===== src/rtl/serial_adder_ctrl.sv =====
// Bit-serial add/subtract unit: one full-adder cell reused across all WIDTH
// operand bits, LSB first, with a start/done handshake and registered results.

module serial_adder_ctrl_fa (
   input  logic a,
   input  logic b,
   input  logic ci,
   output logic s,
   output logic co
);
   assign s  = a ^ b ^ ci;
   assign co = (a & b) | (a & ci) | (b & ci);
endmodule

module serial_adder_ctrl #(
   parameter int unsigned WIDTH = 8
) (
   input  logic             clk,
   input  logic             rst,
   input  logic             Start,
   input  logic             Sub,
   input  logic [WIDTH-1:0] A,
   input  logic [WIDTH-1:0] B,
   output logic             Busy,
   output logic             Done,
   output logic [WIDTH-1:0] Sum,
   output logic             Cout,
   output logic             Ovf
);
   localparam int unsigned CW = $clog2(WIDTH);
   localparam logic [CW-1:0] LAST = CW'(WIDTH - 1);

   typedef enum logic [1:0] {
      IDLE,
      RUN,
      DONE
   } state_t;

   state_t           state;
   logic [WIDTH-1:0] ra;
   logic [WIDTH-1:0] rb;
   logic [WIDTH-1:0] rs;
   logic             carry;
   logic [CW-1:0]    cnt;
   logic             cell_sum;
   logic             cell_cout;

   serial_adder_ctrl_fa u_cell (
      .a  (ra[0]),
      .b  (rb[0]),
      .ci (carry),
      .s  (cell_sum),
      .co (cell_cout)
   );

   always_ff @(posedge clk) begin
      if (rst) begin
         state <= IDLE;
         Busy  <= 1'b0;
         Done  <= 1'b0;
         Sum   <= '0;
         Cout  <= 1'b0;
         Ovf   <= 1'b0;
         ra    <= '0;
         rb    <= '0;
         rs    <= '0;
         carry <= 1'b0;
         cnt   <= '0;
      end else begin
         Done <= 1'b0;
         case (state)
            IDLE: begin
               if (Start) begin
                  // Subtraction is A + ~B + 1: invert B and seed the carry with Sub.
                  ra    <= A;
                  rb    <= B ^ {WIDTH{Sub}};
                  carry <= Sub;
                  cnt   <= '0;
                  Busy  <= 1'b1;
                  state <= RUN;
               end
            end
            RUN: begin
               rs    <= {cell_sum, rs[WIDTH-1:1]};
               ra    <= ra >> 1;
               rb    <= rb >> 1;
               carry <= cell_cout;
               if (cnt == LAST) begin
                  // carry still holds the carry into the MSB here.
                  Sum   <= {cell_sum, rs[WIDTH-1:1]};
                  Cout  <= cell_cout;
                  Ovf   <= carry ^ cell_cout;
                  cnt   <= '0;
                  Busy  <= 1'b0;
                  Done  <= 1'b1;
                  state <= DONE;
               end else begin
                  cnt <= cnt + 1'b1;
               end
            end
            DONE: begin
               state <= IDLE;
            end
            default: begin
               Busy  <= 1'b0;
               state <= IDLE;
            end
         endcase
      end
   end

endmodule


===== config.mk =====
export PLATFORM = sky130hd
export DESIGN_NAME = serial_adder_ctrl
export DESIGN_NICKNAME = d
export VERILOG_FILES = /design/src/rtl/serial_adder_ctrl.sv
export SDC_FILE = /design/constraint.sdc
export NUM_CORES = 1
export LEC_CHECK = 0
export CAP_MARGIN = 20
export CORE_UTILIZATION = 40
export DETAILED_ROUTE_END_ITERATION = 8
export PLACE_DENSITY = 0.72
export SETUP_SLACK_MARGIN = 0.4
export SLEW_MARGIN = 25
export SYNTH_ARGS = -nofsm -noshare
export SYNTH_HDL_FRONTEND = slang
export SYNTH_HIERARCHICAL = 1
export SYNTH_SLANG_ARGS = --single-unit

===== constraint.sdc =====
create_clock -name clk -period 1.3 [get_ports clk]
set_clock_uncertainty 0.05 [all_clocks]
set_input_delay 0.325 -clock clk [delete_from_list [all_inputs] [get_ports clk]]
set_output_delay 0.325 -clock clk [all_outputs]
set_load 0.005 [all_outputs]

==> results of run 1 <==
[timing repair]
item	4_1_cts	5_1_grt
setup buffers	12	3
gates resized for setup	101	37
pin swaps	29	12
cloned	3	1
endpoints found under the setup margin	53	53
[registers in the layout (all words and copies together), names as in the netlist]
| name | flops |
|---|---|
| Sum | 8 |
| carry | 1 |
| cnt | 3 |
| state | 2 |
| Busy | 1 |
| Ovf | 1 |
| rb | 8 |
| rs | 7 |
| Cout | 1 |
| ra | 8 |
| Done | 1 |
[synthesized netlist by cell type, types with 3 or more instances]
cell type / instances / area share (%)
clkbuf_1: 4 / 0.86
nand2b_1: 3 / 1.1
o22ai_1: 3 / 1.1
a211oi_1: 9 / 3.8
o2bb2ai_1: 6 / 3.0
dfxtp_1: 41 / 47
a22oi_1: 11 / 4.7
buf_2: 10 / 2.9
a21oi_1: 17 / 4.8
nand2_1: 36 / 7.7
xnor2_1: 8 / 4.0
o22ai_2: 7 / 5.0
nor2_1: 21 / 4.5
[worst max-delay path, stage by stage (launching register included)]
cell and delay [ns]:
dfxtp_2 0.34, ha_4 0.16, ha_4 0.17, nand3b_1 0.09
buf_6 0.14, buf_12 0.12, nand2_2 0.06, a21oi_2 0.15
[per-layer routing]
layer | wire (um) | up-vias | track usage, %
met1 | 1961 | 790 | 24.72
met2 | 2489 | 51 | 38.60
li1 | - | 805 | -
met3 | 241 | 14 | 6.167
met4 | 137 | 0 | 9.115
met5 | 0 | - | 0
[final cells by class]
| type | instances | area share [%] |
|---|---|---|
| Tap cell | 50 | 2.207 |
| Sequential cell | 41 | 29.92 |
| Multi-Input combinational cell | 138 | 38.22 |
| Clock buffer | 5 | 2.427 |
| Clock inverter | 3 | 0.6178 |
| Inverter | 3 | 0.5737 |
| Timing Repair Buffer | 69 | 26.04 |
[power groups by stage]
stage	logic, uW	registers, uW	clock network, uW
floorplan	273	1380	0
global placement	391	1380	0
detailed placement	398	1380	0
CTS	518	1360	829
global route	589	1370	908
finish	548	1370	839
[kinds of logic (layout without fill, tap and decap cells)]
logic type	after synthesis	count (layout)	synth area share, %
AND/OR/NAND/NOR	67	67	16.04
buffers and inverters	18	80	4.989
adder cells (fa/ha/maj)	3	3	2.566
flip-flops	41	41	46.76
XOR/XNOR	9	9	4.491
AO/OA/AOI/OAI	59	59	25.16
[stage by stage]
step	utilization, %	TNS [ns]	hold slack (ns)	instances	instance area (um^2)
final	68.90	-0.2798	0.3998	309	2835
after CTS	64.85	-0.07100	0.4039	305	2669
after global placement	55.85	-10.03	0.3918	282	2298
after floorplan	-	-0.0004129	0.3864	197	1908
after detailed placement	55.85	-10.77	0.3975	282	2298
after global routing	68.90	-0.8507	0.4196	309	2835
[worst paths after layout]
kind              slack (ns)                start  cells past startpoint             endpoint
setup / recovery       -0.05  cnt[1]$_SDFFE_PP0P_                      7  Sum[3]$_SDFFE_PP0P_
hold / removal          0.40  Sum[2]$_SDFFE_PP0P_                      2  Sum[2]$_SDFFE_PP0P_
setup reg to reg       -0.05  cnt[1]$_SDFFE_PP0P_                      7  Sum[3]$_SDFFE_PP0P_
hold reg to reg         0.40  Sum[2]$_SDFFE_PP0P_                      2  Sum[2]$_SDFFE_PP0P_
==> summary.md, run 1 <==
| Metric | Value |
|---|---|
| Status | finished, violations left |
| Violated checks | negative setup slack |
| Pins Over Slew Limit | 0 |
| Avg Vias per Cell | 5.372 |
| Kind of start point of the critical path | flop |
| Final WL | 4.829 mm |
| Yosys warns | 6 |
| Drt first pass iters | 4 |
| Total track usage | 22.00% |
| CTS tree | yes |
| Initial antenna violation count | 0 |
| Leakage | 0.001061 uW |
| CTS max path bufs | 2 |
| Clock share of power | 30.5% |
| Initial DRC Count | 137 |
| F_max | 0.7394 GHz |
| Setup violators final | 12 |
| Reg clk slew, reported paths | 0.08 ns |
| Hpwl dp | 2.452 mm |
| Most frequent cells in the layout | dfxtp_1, nand2_1, buf_6 |
| Max IR drop VDD | 0.9253 mV |
| CORE AREA | 4115 um^2 |
| Worst skew pair latency | 0.30 ns |
| Final nets | 281 |
| Post-synth cell types | 30 |
| DRT antenna net count | 0 |
| NetSw | 759.4 uW |
| Average cell area after synthesis | 8.911 um^2 |
| Final WS setup | -0.05252 ns |
| Initial Util | 42.66% |
| Comb pwr share | 19.9% |
| Sequential power share | 49.6% |
| # IOs | 32 |
| DRC Markers | 0 |
| Internal cell power | 1996 uW |
| Area occupied by multi-input gates | 1084 um^2 |
| Worst-Margin Slew | 0.3846 ns |
| Vias | 1660 |
| Grt total ovfl | 0 |
| Final Cycle Share | 104.0% |
| CP max FO | 5 |
| Top_reg_cell synth | dfxtp_1 |
| Fillers | 305 |
| Largest net degree at the start of global routing | 42 |
| Net Sw Frac | 27.56% |
| Syn Std Cell Area | 1755 um^2 |
| Die Footprint | 4657 um^2 |
| PortBufs | 31 |
| CTS sink cnt | 41 |
| Synth Instances | 197 |
| Pwr Total | 2755 uW |
| RSZ-0062 raised after global routing | true |
| FP Rows | 23 |
| CP endpoint kind | flop |
| Seq cells post-synth | 41 |
| Pwr Density | 971.8 nW/um^2 |
| Tmin final | 1.353 ns |
| Sequential Area | 848.3 um^2 |
| Area growth syn-to-layout | 61.51% |
| Gp weighted congestion | 0.7122 |
| Commonest non-fill, non-tap cell in the layout | dfxtp_1 |
| CP required | 1.47 ns |
| Layout cell share with drive strength beyond 1 | 53.67% |
| Routed len/inst | 15.63 um |
| Slew margin rel. | 74.36% |
| Cts hold-fix bufs | 0 |
| Arr. time, crit path | 1.52 ns |
| Hold Crit Class | reg -> reg |
| N_diodes | 0 |
| EDFF count, synth | 0 |
| Vias in the first global route | 1642 |
| Height of the chip | 68.25 um |
| Syn nets | 220 |
| CTS Buf Count | 5 |
| Htree depth | 2 |
| Pre-CTS setup slack | -0.4475 ns |
| Seq/Total Area, Yosys | 46.76% |
| Die width | 68.25 um |
| Max_cap viols | 0 |
| First-pass GRT wire length | 7.486 mm |
| CTS root buf | clkbuf_8 |
| Final hold viol count | 0 |
| Synth async-reset ratio | 0% |
| Critical path class | reg -> reg |
No activity file was read; power rests on OpenSTA's default activity.
==> run 2, diff against run 1 <==
--- a/config.mk
+++ b/config.mk
@@ -8,6 +8,7 @@
 export CAP_MARGIN = 20
 export CORE_UTILIZATION = 40
 export DETAILED_ROUTE_END_ITERATION = 8
+export MAX_ROUTING_LAYER = met4
 export PLACE_DENSITY = 0.72
 export SETUP_SLACK_MARGIN = 0.4
 export SLEW_MARGIN = 25
==> run 2 against run 1 <==
  * The run still ends with negative setup slack left
  * Clock power down 0.6%
  * Cell count unchanged
  * First-iteration DRC count down 8.0%
  * Combinational power about the same
  * Sequential power about the same
  * Worst setup slack worse by 0.0028 ns
  * Global-route usage up 0.60 points
  * Power down 0.26%
  * Via count down 0.12%
  * Sequential share of layout area unchanged
  * Critical path type unchanged
  * Largest power group unchanged
==> summary.md, run 2 (synthesis results as in run 1) <==
| Metric | Value |
|---|---|
| Status | finished, violations left (unchanged) |
| Violated checks | negative setup slack (unchanged) |
| FP Rows | 23 (unchanged) |
| Dpl cell area | 2298 um^2 (unchanged) |
| Routed len/inst | 15.56 um (was 15.63 um) |
| Arr. time, crit path | 1.52 ns (about the same) |
| Die Footprint | 4657 um^2 (unchanged) |
| Worst-Margin Slew | 0.3905 ns (was 0.3846 ns) |
| Fillers | 305 (unchanged) |
| Initial antenna violation count | 0 (unchanged) |
| Slew margin rel. | 73.97% (was 74.36%) |
| Gp weighted congestion | 0.7204 (was 0.7122) |
| Largest net degree at the start of global routing | 42 (unchanged) |
| Commonest non-fill, non-tap cell in the layout | dfxtp_1 (unchanged) |
| Layout cell share with drive strength beyond 1 | 53.67% (unchanged) |
| N_diodes | 0 (unchanged) |
| Final Cell Area | 2835 um^2 (unchanged) |
| CP max FO | 5 (unchanged) |
| First-pass GRT wire length | 7.486 mm (unchanged) |
| Reg clk slew, reported paths | 0.08 ns (about the same) |
| PortBufs | 31 (unchanged) |
| Final nets | 281 (unchanged) |
| Final WS setup | -0.05536 ns (was -0.05252 ns) |
| Height of the chip | 68.25 um (unchanged) |
| CTS max path bufs | 2 (unchanged) |
| Net Sw Frac | 27.38% (was 27.56%) |
| CTS sink cnt | 41 (unchanged) |
| Hold WS | 0.3997 ns (was 0.3998 ns) |
| Avg Vias per Cell | 5.366 (was 5.372) |
| Tmin final | 1.355 ns (was 1.353 ns) |
| NetSw | 752.4 uW (was 759.4 uW) |
| CTS root buf | clkbuf_8 (unchanged) |
| Setup violators final | 12 (unchanged) |
| Drt first pass iters | 4 (unchanged) |
| Die width | 68.25 um (unchanged) |
| F_max | 0.7378 GHz (was 0.7394 GHz) |
| Cell mode on critical path | ha_4 (unchanged) |
| Internal cell power | 1996 uW (about the same) |
| Clock share of power | 30.3% (was 30.5%) |
| Most frequent cells in the layout | dfxtp_1, nand2_1, buf_6 (unchanged) |
| Total track usage | 22.60% (was 22.00%) |
| CP peak stage delay | 0.34 ns (about the same) |
| Vias | 1658 (was 1660) |
| Max_cap viols | 0 (unchanged) |
| Register-to-register setup slack | -0.06 ns (was -0.05 ns) |
| Slowest cell on crit path | dfxtp_2 (unchanged) |
| CP endpoint kind | flop (unchanged) |
| Pre-CTS setup slack | -0.4475 ns (unchanged) |
| DRC Markers | 0 (unchanged) |
| Setup TNS | -0.2735 ns (was -0.2798 ns) |
| Vias in the first global route | 1641 (was 1642) |
| Initial DRC Count | 126 (was 137) |
| Comb pwr share | 19.9% (about the same) |
| Pins Over Slew Limit | 0 (unchanged) |
| Htree depth | 2 (unchanged) |
| Hpwl dp | 2.452 mm (unchanged) |
| Leakage | 0.001061 uW (unchanged) |
| DRT antenna net count | 0 (unchanged) |
| CP required | 1.46 ns (was 1.47 ns) |
| CTS Buf Count | 5 (unchanged) |
| Final hold viol count | 0 (unchanged) |
| Pwr Density | 969.3 nW/um^2 (was 971.8 nW/um^2) |
| Initial Util | 42.66% (unchanged) |
| Critical path class | reg -> reg (unchanged) |
| Grt total ovfl | 0 (unchanged) |
| Sequential power share | 49.8% (was 49.6%) |
| # IOs | 32 (unchanged) |
| Final WL | 4.809 mm (was 4.829 mm) |
| Max IR drop VDD | 0.9255 mV (was 0.9253 mV) |
| Worst-path cell chain | ha_4 > ha_4 > nand3b_1 > buf_6 > buf_12 > nand2_2 > a21oi_2 (unchanged) |
| Final Cycle Share | 104.3% (was 104.0%) |
| CORE AREA | 4115 um^2 (unchanged) |
| CTS tree | yes (unchanged) |
| Kind of start point of the critical path | flop (unchanged) |
| Worst skew pair latency | 0.30 ns (about the same) |
| RSZ-0062 raised after global routing | true (unchanged) |
| Hold Crit Class | reg -> reg (unchanged) |
| Top flop regs | Sum (8), ra (8), rb (8) (unchanged) |
| Area growth syn-to-layout | 61.51% (unchanged) |
## run 2: cell counts in the layout (fill, tap and decap cells not counted)
Identical to the previous run, type by type.
## run 2: worst paths after layout
check | start | end | cells past startpoint
setup / recovery | cnt[1]$_SDFFE_PP0P_ | Sum[3]$_SDFFE_PP0P_ | 7
hold / removal | Sum[2]$_SDFFE_PP0P_ | Sum[2]$_SDFFE_PP0P_ | 2
setup reg to reg | cnt[1]$_SDFFE_PP0P_ | Sum[3]$_SDFFE_PP0P_ | 7
hold reg to reg | Sum[2]$_SDFFE_PP0P_ | Sum[2]$_SDFFE_PP0P_ | 2
## run 2: critical path: cells and delay by family, from the launching register on
family	cells	cell delay [ns]
fa+ha+maj	2	0.33
flops	1	0.34
compound gates	1	0.15
buf+inv	2	0.26
simple gates	2	0.15
## run 2: layout make-up
| type | count | area (um^2) | area share [%] |
|---|---|---|---|
| inverter | 3 | 16.27 | 0.5737 |
| tap | 50 | 62.56 | 2.207 |
| clock buffer | 5 | 68.82 | 2.427 |
| clock inverter | 3 | 17.52 | 0.6178 |
| sequential | 41 | 848.3 | 29.92 |
| multi-input combinational | 138 | 1084 | 38.22 |
| timing repair buffer | 69 | 738.2 | 26.04 |
## run 2: routing by layer
metal | global-route usage [%] | part of all wire, % | up-vias
met2 | 38.60 | 52 | 54
met5 | - | 0 | -
li1 | - | - | 805
met1 | 24.62 | 40 | 784
met4 | 9.115 | 3.0 | 0
met3 | 6.167 | 5.3 | 15
## run 2: power groups by stage
stage               clock (uW)  combinational [uW]  sequential, uW
floorplan                    0                 273            1380
global placement             0                 391            1380
detailed placement           0                 398            1380
CTS                        829                 518            1360
global route               908                 588            1370
finish                     834                 547            1370
## run 2: metrics by stage
step	power, uW	utilization (%)	std cells
3_5_place_dp	1781	55.85	282
5_1_grt	2870	68.90	309
6_report	2748	68.90	309
2_1_floorplan	1654	-	197
4_1_cts	2708	64.85	305
3_3_place_gp	1773	55.85	282
## run 2: what timing repair did
item                                    4_1_cts  5_1_grt
gates cloned                                  3        1
endpoints found under the setup margin       53       53
resized for setup                           101       37
pin swaps                                    29       12
hold buffers                                  0        0
setup buffers                                12        3
